### src/rtl/simd_pkg.sv
// Shared constants and helpers for the packed 16-bit SIMD add/sub datapath.
// Mode encodings, per-mode lane masks and the result bundle live here.
package simd_pkg;

    localparam int SIMD_W     = 16;
    localparam int SIMD_NIB_W = 4;
    localparam int SIMD_NIBS  = SIMD_W / SIMD_NIB_W;

    localparam logic [1:0] SIMD_M16 = 2'b00;
    localparam logic [1:0] SIMD_M8  = 2'b01;
    localparam logic [1:0] SIMD_M4  = 2'b10;

    typedef struct packed {
        logic [SIMD_W-1:0]    res;
        logic [SIMD_NIBS-1:0] flag;
    } simd_result_t;

    // The reserved encoding aliases the full-width mode.
    function automatic logic [1:0] simd_norm_mode(input logic [1:0] mode);
        return (mode == SIMD_M8 || mode == SIMD_M4) ? mode : SIMD_M16;
    endfunction

    function automatic logic [SIMD_NIBS-1:0] simd_lane_top_mask(input logic [1:0] mode);
        case (mode)
            SIMD_M8: return 4'b1010;
            SIMD_M4: return 4'b1111;
            default: return 4'b1000;
        endcase
    endfunction

    function automatic logic [SIMD_NIBS-1:0] simd_lane_low_mask(input logic [1:0] mode);
        case (mode)
            SIMD_M8: return 4'b0101;
            SIMD_M4: return 4'b1111;
            default: return 4'b0001;
        endcase
    endfunction

endpackage

### src/rtl/simd_lane_adder.sv
// Combinational nibble-sliced add/sub with lane-bounded carry chains.
// Build option: define SIMD_SAT_EN for per-lane unsigned saturation.
module simd_lane_adder
    import simd_pkg::*;
(
    input  logic [SIMD_W-1:0]    a,
    input  logic [SIMD_W-1:0]    b,
    input  logic [1:0]           mode,
    input  logic                 sub,
    output logic [SIMD_W-1:0]    result,
    output logic [SIMD_NIBS-1:0] carries
);

    logic [SIMD_W-1:0]    b_eff;
    logic [SIMD_W-1:0]    raw;
    logic [SIMD_NIBS-1:0] low_mask;
    logic                 carry_prev;
    logic                 cin;
    logic [SIMD_NIB_W:0]  nib_sum;

    assign b_eff    = sub ? ~b : b;
    assign low_mask = simd_lane_low_mask(mode);

    // Carry-in restarts at each lane's low nibble so lanes never interact.
    always_comb begin
        raw        = '0;
        carries    = '0;
        carry_prev = 1'b0;
        cin        = 1'b0;
        nib_sum    = '0;
        for (int i = 0; i < SIMD_NIBS; i++) begin
            cin        = low_mask[i] ? sub : carry_prev;
            nib_sum    = {1'b0, a[4*i +: 4]} + {1'b0, b_eff[4*i +: 4]} + {4'b0000, cin};
            raw[4*i +: 4] = nib_sum[3:0];
            carries[i] = nib_sum[4];
            carry_prev = nib_sum[4];
        end
    end

`ifdef SIMD_SAT_EN
    function automatic int lane_top_idx(input logic [1:0] m, input int nib);
        case (m)
            SIMD_M8: return nib | 1;
            SIMD_M4: return nib;
            default: return SIMD_NIBS - 1;
        endcase
    endfunction

    // Overflow clamps to all-ones on add, to zero on subtract.
    function automatic logic [3:0] sat_nibble(input logic [3:0] val, input logic ovf,
                                              input logic is_sub);
        if (!ovf)
            return val;
        return is_sub ? 4'h0 : 4'hF;
    endfunction

    always_comb begin
        result = raw;
        for (int i = 0; i < SIMD_NIBS; i++) begin
            result[4*i +: 4] = sat_nibble(raw[4*i +: 4],
                                          sub ^ carries[lane_top_idx(mode, i)], sub);
        end
    end
`else
    assign result = raw;
`endif

endmodule

### src/rtl/simd_addsub_issue.sv
// Handshaked issue stage for packed SIMD add/sub with an operand-A accumulator.
// Build option: SIMD_SAT_EN selects saturating lanes inside simd_lane_adder.
module simd_addsub_issue
    import simd_pkg::*;
(
    input  logic                 clk,
    input  logic                 rst,
    input  logic                 in_valid,
    output logic                 in_ready,
    input  logic [SIMD_W-1:0]    in_a,
    input  logic [SIMD_W-1:0]    in_b,
    input  logic [1:0]           in_mode,
    input  logic                 in_sub,
    input  logic                 in_use_acc,
    input  logic                 acc_clr,
    output logic                 out_valid,
    input  logic                 out_ready,
    output logic [SIMD_W-1:0]    out_res,
    output logic [SIMD_NIBS-1:0] out_flag,
    output logic [SIMD_W-1:0]    acc
);

    logic [1:0]           mode_p0;
    logic [SIMD_W-1:0]    a_p0;
    logic [SIMD_W-1:0]    sum_p0;
    logic [SIMD_NIBS-1:0] carries_p0;
    simd_result_t         rslt_p0;
    logic                 accept_p0;

    simd_result_t         rslt_p1;
    logic                 vld_p1;
    logic [SIMD_W-1:0]    acc_p1;

    assign in_ready  = ~vld_p1 | out_ready;
    assign accept_p0 = in_valid & in_ready;
    assign mode_p0   = simd_norm_mode(in_mode);

    // A same-cycle clear takes effect before the accumulator is read.
    assign a_p0 = in_use_acc ? (acc_clr ? '0 : acc_p1) : in_a;

    simd_lane_adder u_lane_adder (
        .a       (a_p0),
        .b       (in_b),
        .mode    (mode_p0),
        .sub     (in_sub),
        .result  (sum_p0),
        .carries (carries_p0)
    );

    assign rslt_p0.res  = sum_p0;
    assign rslt_p0.flag = (carries_p0 ^ {SIMD_NIBS{in_sub}}) & simd_lane_top_mask(mode_p0);

    // ---- stage p0 -> p1: output register and accumulator ----
    always_ff @(posedge clk) begin
        if (rst) begin
            vld_p1  <= 1'b0;
            rslt_p1 <= '0;
            acc_p1  <= '0;
        end else if (accept_p0) begin
            vld_p1  <= 1'b1;
            rslt_p1 <= rslt_p0;
            acc_p1  <= rslt_p0.res;
        end else begin
            if (out_ready)
                vld_p1 <= 1'b0;
            if (acc_clr)
                acc_p1 <= '0;
        end
    end

    assign out_valid = vld_p1;
    assign out_res   = rslt_p1.res;
    assign out_flag  = rslt_p1.flag;
    assign acc       = acc_p1;

endmodule

### config.mk
export PLATFORM = sky130hd
export DESIGN_NAME = simd_addsub_issue
export DESIGN_NICKNAME = d
export VERILOG_FILES = /design/src/rtl/simd_pkg.sv /design/src/rtl/simd_lane_adder.sv /design/src/rtl/simd_addsub_issue.sv
export SDC_FILE = /design/constraint.sdc
export NUM_CORES = 1
export LEC_CHECK = 0
export BUFFER_PORTS_ARGS = -buffer_cell sky130_fd_sc_hd__buf_2
export CAP_MARGIN = 0
export CELL_PAD_IN_SITES_DETAIL_PLACEMENT = 0
export CELL_PAD_IN_SITES_GLOBAL_PLACEMENT = 2
export CORE_MARGIN = 5
export CORE_UTILIZATION = 30
export CTS_BUF_LIST = sky130_fd_sc_hd__clkbuf_4
export DETAILED_ROUTE_END_ITERATION = 10
export PLACE_DENSITY_LB_ADDON = 0.2
export SYNTH_ARGS = -nofsm -noshare
export SYNTH_HDL_FRONTEND = slang
export SYNTH_SLANG_ARGS = --single-unit
### constraint.sdc
create_clock -name clk -period 6.45 [get_ports clk]
set_input_delay 0.9675 -clock clk [delete_from_list [all_inputs] [get_ports clk]]
set_output_delay 0.9675 -clock clk [all_outputs]
set_load 0.02 [all_outputs]
==> metrics.txt, run 1 <==
result of the run completed; final hold vios 0; clock sink count 37; placer congestion estimate 0.8040; sort of element at the start of the critical path primary input; number of cells on the worst hold path 2; fmax 175.2 MHz; family of cells with the greatest summed delay on the critical path adder cells; Core Footprint 0.007331 sq mm; crit path DAT 5970 ps; count of port buffers added during placement 78; routed vias/inst 4.480; wire length of the first global-routing pass 10440 microns; maximum number of pins on one net before global-route repair 36; initial detailed-routing violation count 56; terminus of the critical flop-to-flop path out_flag[3]$_SDFFE_PP0P_; mean instance size in the synthesized netlist 8.816 sq um; via count of the first global-routing pass 2098; fraction of registers with async set or reset after synthesis 0%; startpoint of the most critical register-to-register path acc[0]$_SDFF_PP0_; max-cap violation count 0; Post CTS Setup Buffer Count 0; portion of the post-synthesis area used by sequential elements 32.44%; hold-fix buffers at CTS 0; Slowest-stage cell, CP sky130_fd_sc_hd__fa_1; number of endpoints failing setup at the final stage 0; Worst VDD drop 0.08250 mV; hold slack final 455.2 ps; worst clock skew 4.048 ps; measured slew at the worst slew-check pin 670.3 ps; Resized cells post-CTS 0; crit-path max FO 8; Post-synth EDFFs 0; Reg2Reg Setup Slack 1260 ps; H-tree Lvls 2; cell with the most instances on the worst path sky130_fd_sc_hd__fa_1; total buffers and inverters traversed by the critical path 3; routed len/inst 14.46 microns; required time of the critical path 6710 ps; clock latency reported for the late side of the worst-skew pair 330 ps; kind of capture point of the worst setup path register; CTS tree done; maximum buffer depth of the clock tree 2; first-pass iteration count of the detailed router 4; total wire length 6292 microns; final routed DRC violation total 0; die extent in y 97.25 microns; clk root buf sky130_fd_sc_hd__clkbuf_4; layout-stage area growth over the synthesis result 23.23%; fraction of synthesized cell area taken by the top area cell type 32.44%; setup repair after global routing missed its margin false; min cycle time layout 5708 ps; estimated wirelength of the detail-placed design 4933 microns; antenna viol nets, final 0; worst-case reg-to-reg path depth 27; WS Path Type primary input to register; Max Transition Viols Final 0; total negative slack 0 ps; post-synthesis instance area 0.002283 sq mm; most instantiated flip-flop cell in the synthesis netlist sky130_fd_sc_hd__dfxtp_1; count of unique library cells instantiated by Yosys 36; nets@finish 397; Inserted Diodes 0; Reg clk slew, reported paths 110 ps; tightest slew margin relative to the limit 55.31%; global-route usage over all layers 13.66%; power density cells 224.3 mW/mm^2; via count 1949; Starting Density 31.15%; largest area contributor in the synthesized netlist sky130_fd_sc_hd__dfxtp_1; overall die width 97.25 microns; number of antenna violations at the first check in global routing 0; Min-Delay Path Class register to register; register bit count reported by yosys 37; number of instances in the synthesized netlist 259; maximum cell stage delay along the critical path 430 ps; number of primary I/O pins 79; Num CTS Buffers 5; Synth Warn # 0; source of the worst hold timing path out_res[13]$_SDFFE_PP0P_; P_leak 1.373 nW; grt ovf 0; crit share post-route 88.50%; standard-cell row count 31; floorplan die area 0.009457 sq mm; top cells by area, synth sky130_fd_sc_hd__dfxtp_1 32%, sky130_fd_sc_hd__ha_1 7.1%, sky130_fd_sc_hd__a21oi_1 6.6%; Synth Net Count 320; terminating pin of the worst hold path out_res[13]$_SDFFE_PP0P_; share of post-route cells with drive strength above 1 30.06%
[tightest hold or removal path, delay by kind of cell, from the launching register on]
kind | cells | cell delay (ps)
and+or+nand+nor | 1 | 50
DFF | 1 | 320
AOI/OAI and AO/OA | 1 | 50
[through the flow]
stage / setup WS [ps] / power [W] / instances / utilization, % / cell area [sq um]
after floorplan: 636.1 / 0.0004446 / 259 / - / 2283
after global placement: 508.3 / 0.0005243 / 428 / 37.72 / 2765
after detailed placement: 330.9 / 0.0005226 / 428 / 37.72 / 2765
after CTS: 704.3 / 0.0006444 / 435 / 38.39 / 2814
after global routing: 268.9 / 0.0006804 / 435 / 38.39 / 2814
final: 742.0 / 0.0006312 / 435 / 38.39 / 2814
[registers in the layout, summed over array words and instances, names as in the netlist]
signal / count
acc: 16
out_valid: 1
out_flag: 4
out_res: 16
[synth_stat cells (all sizes together) (2+ instances only)]
master	number
buf	10
a21oi	30
xnor2	13
ha	13
a21boi	2
mux2	5
nor2b	16
a31o	3
nor2	19
dfxtp	37
nand3	4
o21a	2
fa	7
inv	9
mux2i	8
xor2	13
a21o	5
nand2b	8
o21ai	13
clkbuf	4
nand3b	5
nand2	24
[placed cells by master, fill, tap and decap left out]
| master | instances |
|---|---|
| sky130_fd_sc_hd__a32o_1 | 1 |
| sky130_fd_sc_hd__fa_1 | 7 |
| sky130_fd_sc_hd__mux2i_1 | 8 |
| sky130_fd_sc_hd__clkinv_1 | 2 |
| sky130_fd_sc_hd__and2b_1 | 1 |
| sky130_fd_sc_hd__buf_4 | 6 |
| sky130_fd_sc_hd__o21a_1 | 2 |
| sky130_fd_sc_hd__nand3b_1 | 4 |
| sky130_fd_sc_hd__clkbuf_4 | 6 |
| sky130_fd_sc_hd__nor3_1 | 1 |
| sky130_fd_sc_hd__a21boi_0 | 2 |
| sky130_fd_sc_hd__nor2_2 | 1 |
| sky130_fd_sc_hd__a21oi_1 | 30 |
| sky130_fd_sc_hd__xor2_1 | 13 |
| sky130_fd_sc_hd__buf_2 | 78 |
| sky130_fd_sc_hd__a21o_1 | 5 |
| sky130_fd_sc_hd__nor2b_1 | 16 |
| sky130_fd_sc_hd__nand2_1 | 24 |
| sky130_fd_sc_hd__nor2_1 | 18 |
| sky130_fd_sc_hd__a31o_2 | 3 |
| sky130_fd_sc_hd__nand3b_4 | 1 |
| sky130_fd_sc_hd__nand3_1 | 4 |
| sky130_fd_sc_hd__a311oi_2 | 1 |
| sky130_fd_sc_hd__inv_1 | 9 |
| sky130_fd_sc_hd__dfxtp_1 | 37 |
| sky130_fd_sc_hd__mux2_2 | 5 |
| sky130_fd_sc_hd__and3_1 | 1 |
| sky130_fd_sc_hd__o21ai_0 | 13 |
| sky130_fd_sc_hd__xnor2_1 | 13 |
| sky130_fd_sc_hd__nand2b_1 | 8 |
| sky130_fd_sc_hd__o41ai_1 | 1 |
| sky130_fd_sc_hd__and2_1 | 1 |
| sky130_fd_sc_hd__ha_1 | 13 |
| sky130_fd_sc_hd__a22o_1 | 1 |
[cell type report]
cell class | instances | area (sq um)
Sequential cell | 37 | 740.7
Tap cell | 99 | 123.9
Clock buffer | 6 | 45.04
Timing Repair Buffer | 84 | 435.4
Multi-Input combinational cell | 198 | 1428
Fill cell | 772 | 4517
Inverter | 10 | 37.54
Clock inverter | 1 | 3.754
[how the worst max path moves through the flow]
| stage | start | end | cells after the start |
|---|---|---|---|
| after floorplan | acc_clr | out_flag[3]$_SDFFE_PP0P_ | 28 |
| after CTS | in_use_acc | out_flag[3]$_SDFFE_PP0P_ | 26 |
| after global routing | in_use_acc | out_flag[3]$_SDFFE_PP0P_ | 26 |
| after global placement | in_use_acc | out_flag[3]$_SDFFE_PP0P_ | 28 |
| after detailed placement | in_use_acc | out_flag[3]$_SDFFE_PP0P_ | 26 |
| final | in_use_acc | out_flag[3]$_SDFFE_PP0P_ | 26 |
[logic make-up after synthesis]
family	after synthesis	synth area share, %
AO/OA/AOI/OAI	59	15.40
XOR/XNOR	26	9.973
adder cells (fa/ha/maj)	20	13.26
buffers and inverters	24	5.040
flip-flops	37	32.44
multiplexers	13	5.973
AND/OR/NAND/NOR	80	17.92
[report_power, final]
part           total [W]  switching (W)  internal [W]  leakage [nW]
combinational   0.000246       0.000143      0.000103          1.04
sequential      0.000268      0.0000128      0.000255         0.304
clock           0.000117      0.0000729     0.0000439        0.0292
total           0.000631       0.000229      0.000402          1.37
[routing by layer]
metal | vias up | part of all wire (%) | routed length, microns | global-route usage, %
li1 | 1018 | - | - | -
met1 | 879 | 49 | 3083 | 18.80
met2 | 48 | 46 | 2892 | 21.39
met3 | 4 | 4.8 | 302 | 3.446
met4 | 0 | 0.21 | 13 | 3.408
met5 | - | 0 | 0 | 0
No activity file was read; power rests on OpenSTA's default activity.
==> inputs of run 2 (changes only) <==
--- a/config.mk
+++ b/config.mk
@@ -14,6 +14,7 @@
 export CTS_BUF_LIST = sky130_fd_sc_hd__clkbuf_4
 export DETAILED_ROUTE_END_ITERATION = 10
 export PLACE_DENSITY_LB_ADDON = 0.2
+export REMOVE_ABC_BUFFERS = 1
 export SYNTH_ARGS = -nofsm -noshare
 export SYNTH_HDL_FRONTEND = slang
 export SYNTH_SLANG_ARGS = --single-unit
==> constraint.sdc (replaced) <==
create_clock -name clk -period 5.4 [get_ports clk]
set_input_delay 0.81 -clock clk [delete_from_list [all_inputs] [get_ports clk]]
set_output_delay 0.81 -clock clk [all_outputs]
set_load 0.02 [all_outputs]
==> run 2 against run 1 <==
Core utilization increased by 3.0 points. Clock skew is 7.2 ps higher. Combinational power grew 30%. Critical endpoint unchanged.
==> metrics.txt, run 2 (synthesized netlist as in run 1, its figures left out) <==
total wire length 6733 microns (was 6292 microns); final routed DRC violation total 0 (unchanged); standard-cell row count 31 (unchanged); final hold vios 0 (unchanged); crit path DAT 5400 ps (was 5970 ps); maximum number of pins on one net before global-route repair 36 (unchanged); result of the run completed (unchanged); Inserted Diodes 0 (unchanged); count of port buffers added during placement 78 (unchanged); number of endpoints failing setup at the final stage 0 (unchanged); Reg2Reg Setup Slack 560 ps (was 1260 ps); maximum buffer depth of the clock tree 2 (unchanged); required time of the critical path 5690 ps (was 6710 ps); number of primary I/O pins 79 (unchanged); Num CTS Buffers 5 (unchanged); via count of the first global-routing pass 2151 (was 2098); global-route usage over all layers 14.15% (was 13.66%); WS Path Type primary input to register (unchanged); number of antenna violations at the first check in global routing 0 (unchanged); kind of capture point of the worst setup path register (unchanged); nets@finish 414 (was 397); crit share post-route 94.58%; min cycle time layout 5108 ps; sort of element at the start of the critical path primary input (unchanged); worst setup slack after placement -421.8 ps (was 330.9 ps); setup slack after layout 292.5 ps (was 742.0 ps); share of post-route cells with drive strength above 1 37.57% (was 30.06%); hold-fix buffers at CTS 0 (unchanged); placer congestion estimate 0.7834 (was 0.8040); floorplan die area 0.009457 sq mm (unchanged); power density cells 277.5 mW/mm^2 (was 224.3 mW/mm^2); tightest slew margin relative to the limit 52.20% (was 55.31%); H-tree Lvls 2 (unchanged); crit-path max FO 6 (was 8); hold slack final 457.1 ps (was 455.2 ps); antenna viol nets, final 0 (unchanged); fmax 195.8 MHz; clock sink count 37 (unchanged); P_leak 1.473 nW (was 1.373 nW); estimated wirelength of the detail-placed design 5050 microns (was 4933 microns); initial detailed-routing violation count 43 (was 56); Min-Delay Path Class register to register (unchanged); commonest non-fill, non-tap cell in the layout sky130_fd_sc_hd__buf_2 (unchanged); via count 2083 (was 1949); die extent in y 97.25 microns (unchanged); Reg clk slew, reported paths 130 ps (was 110 ps); routed vias/inst 4.598 (was 4.480); top library cells by usage in the layout, fill and taps aside 76 x sky130_fd_sc_hd__buf_2, 37 x sky130_fd_sc_hd__dfxtp_1, 29 x sky130_fd_sc_hd__a21oi_1 (was 78 x sky130_fd_sc_hd__buf_2, 37 x sky130_fd_sc_hd__dfxtp_1, 30 x sky130_fd_sc_hd__a21oi_1); overall die width 97.25 microns (unchanged); worst clock skew 11.21 ps (was 4.048 ps); layout-stage area growth over the synthesis result 32.77% (was 23.23%); measured slew at the worst slew-check pin 717.0 ps (was 670.3 ps); grt ovf 0 (unchanged); max-cap violation count 0 (unchanged); Starting Density 31.15% (unchanged); Max Transition Viols Final 0 (unchanged); Worst VDD drop 0.08635 mV (was 0.08250 mV); Core Footprint 0.007331 sq mm (unchanged); routed len/inst 14.86 microns (was 14.46 microns); first-pass iteration count of the detailed router 4 (unchanged); clk root buf sky130_fd_sc_hd__clkbuf_4 (unchanged); CTS tree done (unchanged); post-layout power 0.0008414 W (was 0.0006312 W); clock latency reported for the late side of the worst-skew pair 350 ps (was 330 ps); wire length of the first global-routing pass 10810 microns (was 10440 microns)
[run 2: repair_timing]
| action | 4_1_cts | 5_1_grt |
|---|---|---|
| pin swaps | 0 | 4 |
| gates resized for setup | 2 | 16 |
| buffers inserted | 0 | 2 |
| setup endpoints to repair | 1 | 7 |
[run 2: power breakdown]
| part | internal (W) | switching, W | total [W] |
|---|---|---|---|
| clock | 0.0000959 | 0.000103 | 0.000199 |
| sequential | 0.000305 | 0.0000164 | 0.000321 |
| combinational | 0.000145 | 0.000176 | 0.000321 |
| total | 0.000546 | 0.000295 | 0.000841 |
[run 2: final timing paths]
check | startpoint | to | depth (start not counted)
min | out_flag[0]$_SDFFE_PP0P_ | out_flag[0]$_SDFFE_PP0P_ | 2
max | acc_clr | out_flag[3]$_SDFFE_PP0P_ | 28
max reg2reg | acc[1]$_SDFF_PP0_ | out_flag[3]$_SDFFE_PP0P_ | 26
min reg2reg | out_flag[0]$_SDFFE_PP0P_ | out_flag[0]$_SDFFE_PP0P_ | 2
[run 2: cell type report]
| type | instances | area (sq um) |
|---|---|---|
| clock buffers | 5 | 37.54 |
| clock inverters | 3 | 41.29 |
| fillers | 780 | 4299 |
| inverters | 10 | 37.54 |
| multi-input cells | 198 | 1470 |
| flip-flops and latches | 37 | 740.7 |
| well taps | 99 | 123.9 |
| repair buffers | 101 | 580.6 |
[run 2: critical path: stages]
cell	delay, ps
sky130_fd_sc_hd__clkbuf_4	170
sky130_fd_sc_hd__nand3b_4	170
sky130_fd_sc_hd__and3_1	190
sky130_fd_sc_hd__nor2_2	100
sky130_fd_sc_hd__fa_2	210
sky130_fd_sc_hd__a21o_1	120
sky130_fd_sc_hd__a21o_1	160
sky130_fd_sc_hd__o21ai_2	80
sky130_fd_sc_hd__fa_2	380
sky130_fd_sc_hd__fa_2	360
sky130_fd_sc_hd__nor2b_1	120
sky130_fd_sc_hd__o21ai_0	80
sky130_fd_sc_hd__nand2b_1	110
sky130_fd_sc_hd__mux2i_2	90
sky130_fd_sc_hd__fa_2	390
sky130_fd_sc_hd__fa_2	350
sky130_fd_sc_hd__nor2b_1	120
sky130_fd_sc_hd__o21ai_0	80
sky130_fd_sc_hd__nand2b_1	110
sky130_fd_sc_hd__o21ai_2	70
sky130_fd_sc_hd__fa_2	340
sky130_fd_sc_hd__inv_2	70
sky130_fd_sc_hd__fa_2	210
sky130_fd_sc_hd__a21o_1	130
sky130_fd_sc_hd__a21oi_2	60
sky130_fd_sc_hd__xnor2_1	130
sky130_fd_sc_hd__nand2_1	70
sky130_fd_sc_hd__a21oi_1	140
[run 2: layer usage]
layer	GRT usage, %	up-vias	routed length (microns)
met4	3.408	0	35
li1	-	1054	-
met2	23.51	66	3135
met1	18.11	958	3186
met3	4.092	5	376
met5	0	-	0
[run 2: stage by stage]
stage               util, %  instance area [sq um]  instances  setup TNS, ps
floorplan                 -                   2206        245              0
global placement      39.43                   2890        443          -1235
detailed placement    39.43                   2890        443          -2099
CTS                   40.54                   2972        451              0
global route          41.36                   3032        453         -23.86
finish                41.36                   3032        453              0
==> inputs of run 3 (changes only) <==
==> constraint.sdc (replaced) <==
create_clock -name clk -period 5.4 [get_ports clk]
set_input_delay 1.08 -clock clk [delete_from_list [all_inputs] [get_ports clk]]
set_output_delay 1.08 -clock clk [all_outputs]
set_load 0.02 [all_outputs]
==> run 3 against run 2 <==
Combinational power is 2% higher. Clock power about the same. Sequential power about the same. Power rose by 0.93%. Critical path depth stayed put. Cell count grew 1.3%. Worst hold slack improved by 2.5 ps. Design area increased by 2.4%. Sequential share of layout area fell by 0.56 points. First-iteration DRC count is 30% higher. Core utilization grew 0.97 points. Critical endpoint unchanged.
==> metrics.txt, run 3 (synthesized netlist as in run 1, its figures left out) <==
Core Footprint 0.007331 sq mm (unchanged); Min-Delay Path Class register to register (unchanged); die extent in y 97.25 microns (unchanged); standard-cell row count 31 (unchanged); routed len/inst 14.41 microns (was 14.86 microns); share of post-route cells with drive strength above 1 38.89% (was 37.57%); measured slew at the worst slew-check pin 678.8 ps (was 717.0 ps); commonest non-fill, non-tap cell in the layout sky130_fd_sc_hd__buf_2 (unchanged); WS Path Type primary input to register (unchanged); kind of capture point of the worst setup path register (unchanged); Inserted Diodes 0 (unchanged); crit share post-route 97.46% (was 94.58%); sort of element at the start of the critical path primary input (unchanged); final routed DRC violation total 0 (unchanged); number of endpoints failing setup at the final stage 0 (unchanged); clk root buf sky130_fd_sc_hd__clkbuf_4 (unchanged); P_leak 1.514 nW (was 1.473 nW); Placement Cell Area 0.002920 sq mm (was 0.002890 sq mm); number of antenna violations at the first check in global routing 0 (unchanged); overall die width 97.25 microns (unchanged); min cycle time layout 5263 ps (was 5108 ps); crit path DAT 5540 ps (was 5400 ps); CTS tree done (unchanged); fmax 190.0 MHz (was 195.8 MHz); count of port buffers added during placement 78 (unchanged); setup repair after global routing missed its margin true; global-route usage over all layers 13.94% (was 14.15%); via count of the first global-routing pass 2106 (was 2151); top library cells by usage in the layout, fill and taps aside 76 x sky130_fd_sc_hd__buf_2, 37 x sky130_fd_sc_hd__dfxtp_1, 29 x sky130_fd_sc_hd__a21oi_1 (unchanged); total wire length 6616 microns (was 6733 microns); nets@finish 420 (was 414); routed vias/inst 4.562 (was 4.598); worst-case reg-to-reg path depth 27 (was 26); final cell area excluding filler cells 0.003103 sq mm (was 0.003032 sq mm); layout-stage area growth over the synthesis result 35.89% (was 32.77%); H-tree Lvls 2 (unchanged); setup slack after layout 137.3 ps (was 292.5 ps); floorplan die area 0.009457 sq mm (unchanged); initial detailed-routing violation count 56 (was 43); estimated wirelength of the detail-placed design 5009 microns (was 5050 microns); wire length of the first global-routing pass 10620 microns (was 10810 microns); final hold vios 0 (unchanged); tightest slew margin relative to the limit 54.75% (was 52.20%); number of primary I/O pins 79 (unchanged); maximum buffer depth of the clock tree 2 (unchanged); via count 2094 (was 2083); required time of the critical path 5670 ps (was 5690 ps); first-pass iteration count of the detailed router 4 (unchanged); crit-path max FO 6 (unchanged); worst clock skew 6.199 ps (was 11.21 ps); power density cells 273.7 mW/mm^2 (was 277.5 mW/mm^2); Num CTS Buffers 5 (unchanged); number of cells on the worst hold path 2 (unchanged); antenna viol nets, final 0 (unchanged); number of filler instances in the final layout 778 (was 780); clock latency reported for the late side of the worst-skew pair 330 ps (was 350 ps); clock sink count 37 (unchanged); Reg2Reg Setup Slack 620 ps (was 560 ps); result of the run completed (unchanged); worst setup slack after placement -674.5 ps (was -421.8 ps); max-cap violation count 0 (unchanged); grt ovf 0 (unchanged); Starting Density 31.15% (unchanged); post-layout power 0.0008491 W (was 0.0008414 W); Max Transition Viols Final 0 (unchanged); Reg clk slew, reported paths 120 ps (was 130 ps); Worst VDD drop 0.1207 mV (was 0.08635 mV); placer congestion estimate 0.7776 (was 0.7834); maximum number of pins on one net before global-route repair 36 (unchanged)
-- run 3: final cells by class --
type                            count  area, sq um  area share [%]
Inverter                           10        37.54           1.210
Clock inverter                      2        33.78           1.089
Tap cell                           99        123.9           3.992
Sequential cell                    37        740.7           23.87
Timing Repair Buffer              107        641.9           20.69
Clock buffer                        6        45.04           1.452
Multi-Input combinational cell    198         1480           47.70
-- run 3: metal layers --
layer | global-route usage, % | routed length, microns
met3 | 4.164 | 394
met5 | 0 | 0
met1 | 19.07 | 3214
met4 | 2.875 | 29
met2 | 21.82 | 2979
-- run 3: power by group --
part / leakage (nW) / total [W] / switching (W) / internal, W
Combinational: 1.17 / 0.000328 / 0.000176 / 0.000152
Sequential: 0.304 / 0.000322 / 0.0000168 / 0.000305
Clock: 0.0433 / 0.000199 / 0.0000974 / 0.000102
-- run 3: worst paths after layout --
kind / start / to
worst min-delay path: out_res[0]$_SDFFE_PP0P_ / out_res[0]$_SDFFE_PP0P_
worst max-delay path: in_use_acc / out_flag[3]$_SDFFE_PP0P_
worst min register to register: out_res[0]$_SDFFE_PP0P_ / out_res[0]$_SDFFE_PP0P_
worst max register to register: acc[0]$_SDFF_PP0_ / out_flag[3]$_SDFFE_PP0P_
-- run 3: worst max-delay path, cell delays in order --
cell and delay, ps:
sky130_fd_sc_hd__buf_6 120, sky130_fd_sc_hd__nand2b_4 140, sky130_fd_sc_hd__and3_4 190, sky130_fd_sc_hd__nor2_4 120, sky130_fd_sc_hd__fa_2 210, sky130_fd_sc_hd__a21o_1 110
sky130_fd_sc_hd__a21o_1 140, sky130_fd_sc_hd__o21ai_2 70, sky130_fd_sc_hd__fa_2 360, sky130_fd_sc_hd__fa_2 380, sky130_fd_sc_hd__nor2b_1 110, sky130_fd_sc_hd__o21ai_1 60
sky130_fd_sc_hd__nand2b_1 100, sky130_fd_sc_hd__mux2i_2 80, sky130_fd_sc_hd__fa_2 380, sky130_fd_sc_hd__fa_2 370, sky130_fd_sc_hd__nor2b_1 110, sky130_fd_sc_hd__o21ai_1 60
sky130_fd_sc_hd__nand2b_1 110, sky130_fd_sc_hd__o21ai_2 70, sky130_fd_sc_hd__fa_2 340, sky130_fd_sc_hd__inv_2 80, sky130_fd_sc_hd__fa_2 210, sky130_fd_sc_hd__a21o_1 130
sky130_fd_sc_hd__a21oi_2 60, sky130_fd_sc_hd__xnor2_1 140, sky130_fd_sc_hd__nand2_1 70, sky130_fd_sc_hd__a21oi_1 140
-- run 3: stage by stage --
| step | std cells | hold slack, ps | TNS, ps | utilization, % |
|---|---|---|---|---|
| after global placement | 447 | 442.0 | -3186 | 39.84 |
| after floorplan | 245 | 524.1 | -474.9 | - |
| final | 459 | 459.5 | 0 | 42.33 |
| after detailed placement | 447 | 445.1 | -3892 | 39.84 |
| after CTS | 456 | 462.6 | 0 | 41.32 |
| after global routing | 459 | 487.5 | -143.5 | 42.33 |
-- run 3: repair_timing --
action / 4_1_cts / 5_1_grt
setup buffers: 1 / 3
pin swaps: 2 / 12
endpoints found under the setup margin: 7 / 7
gates resized for setup: 11 / 16
hold buffers: 0 / 0
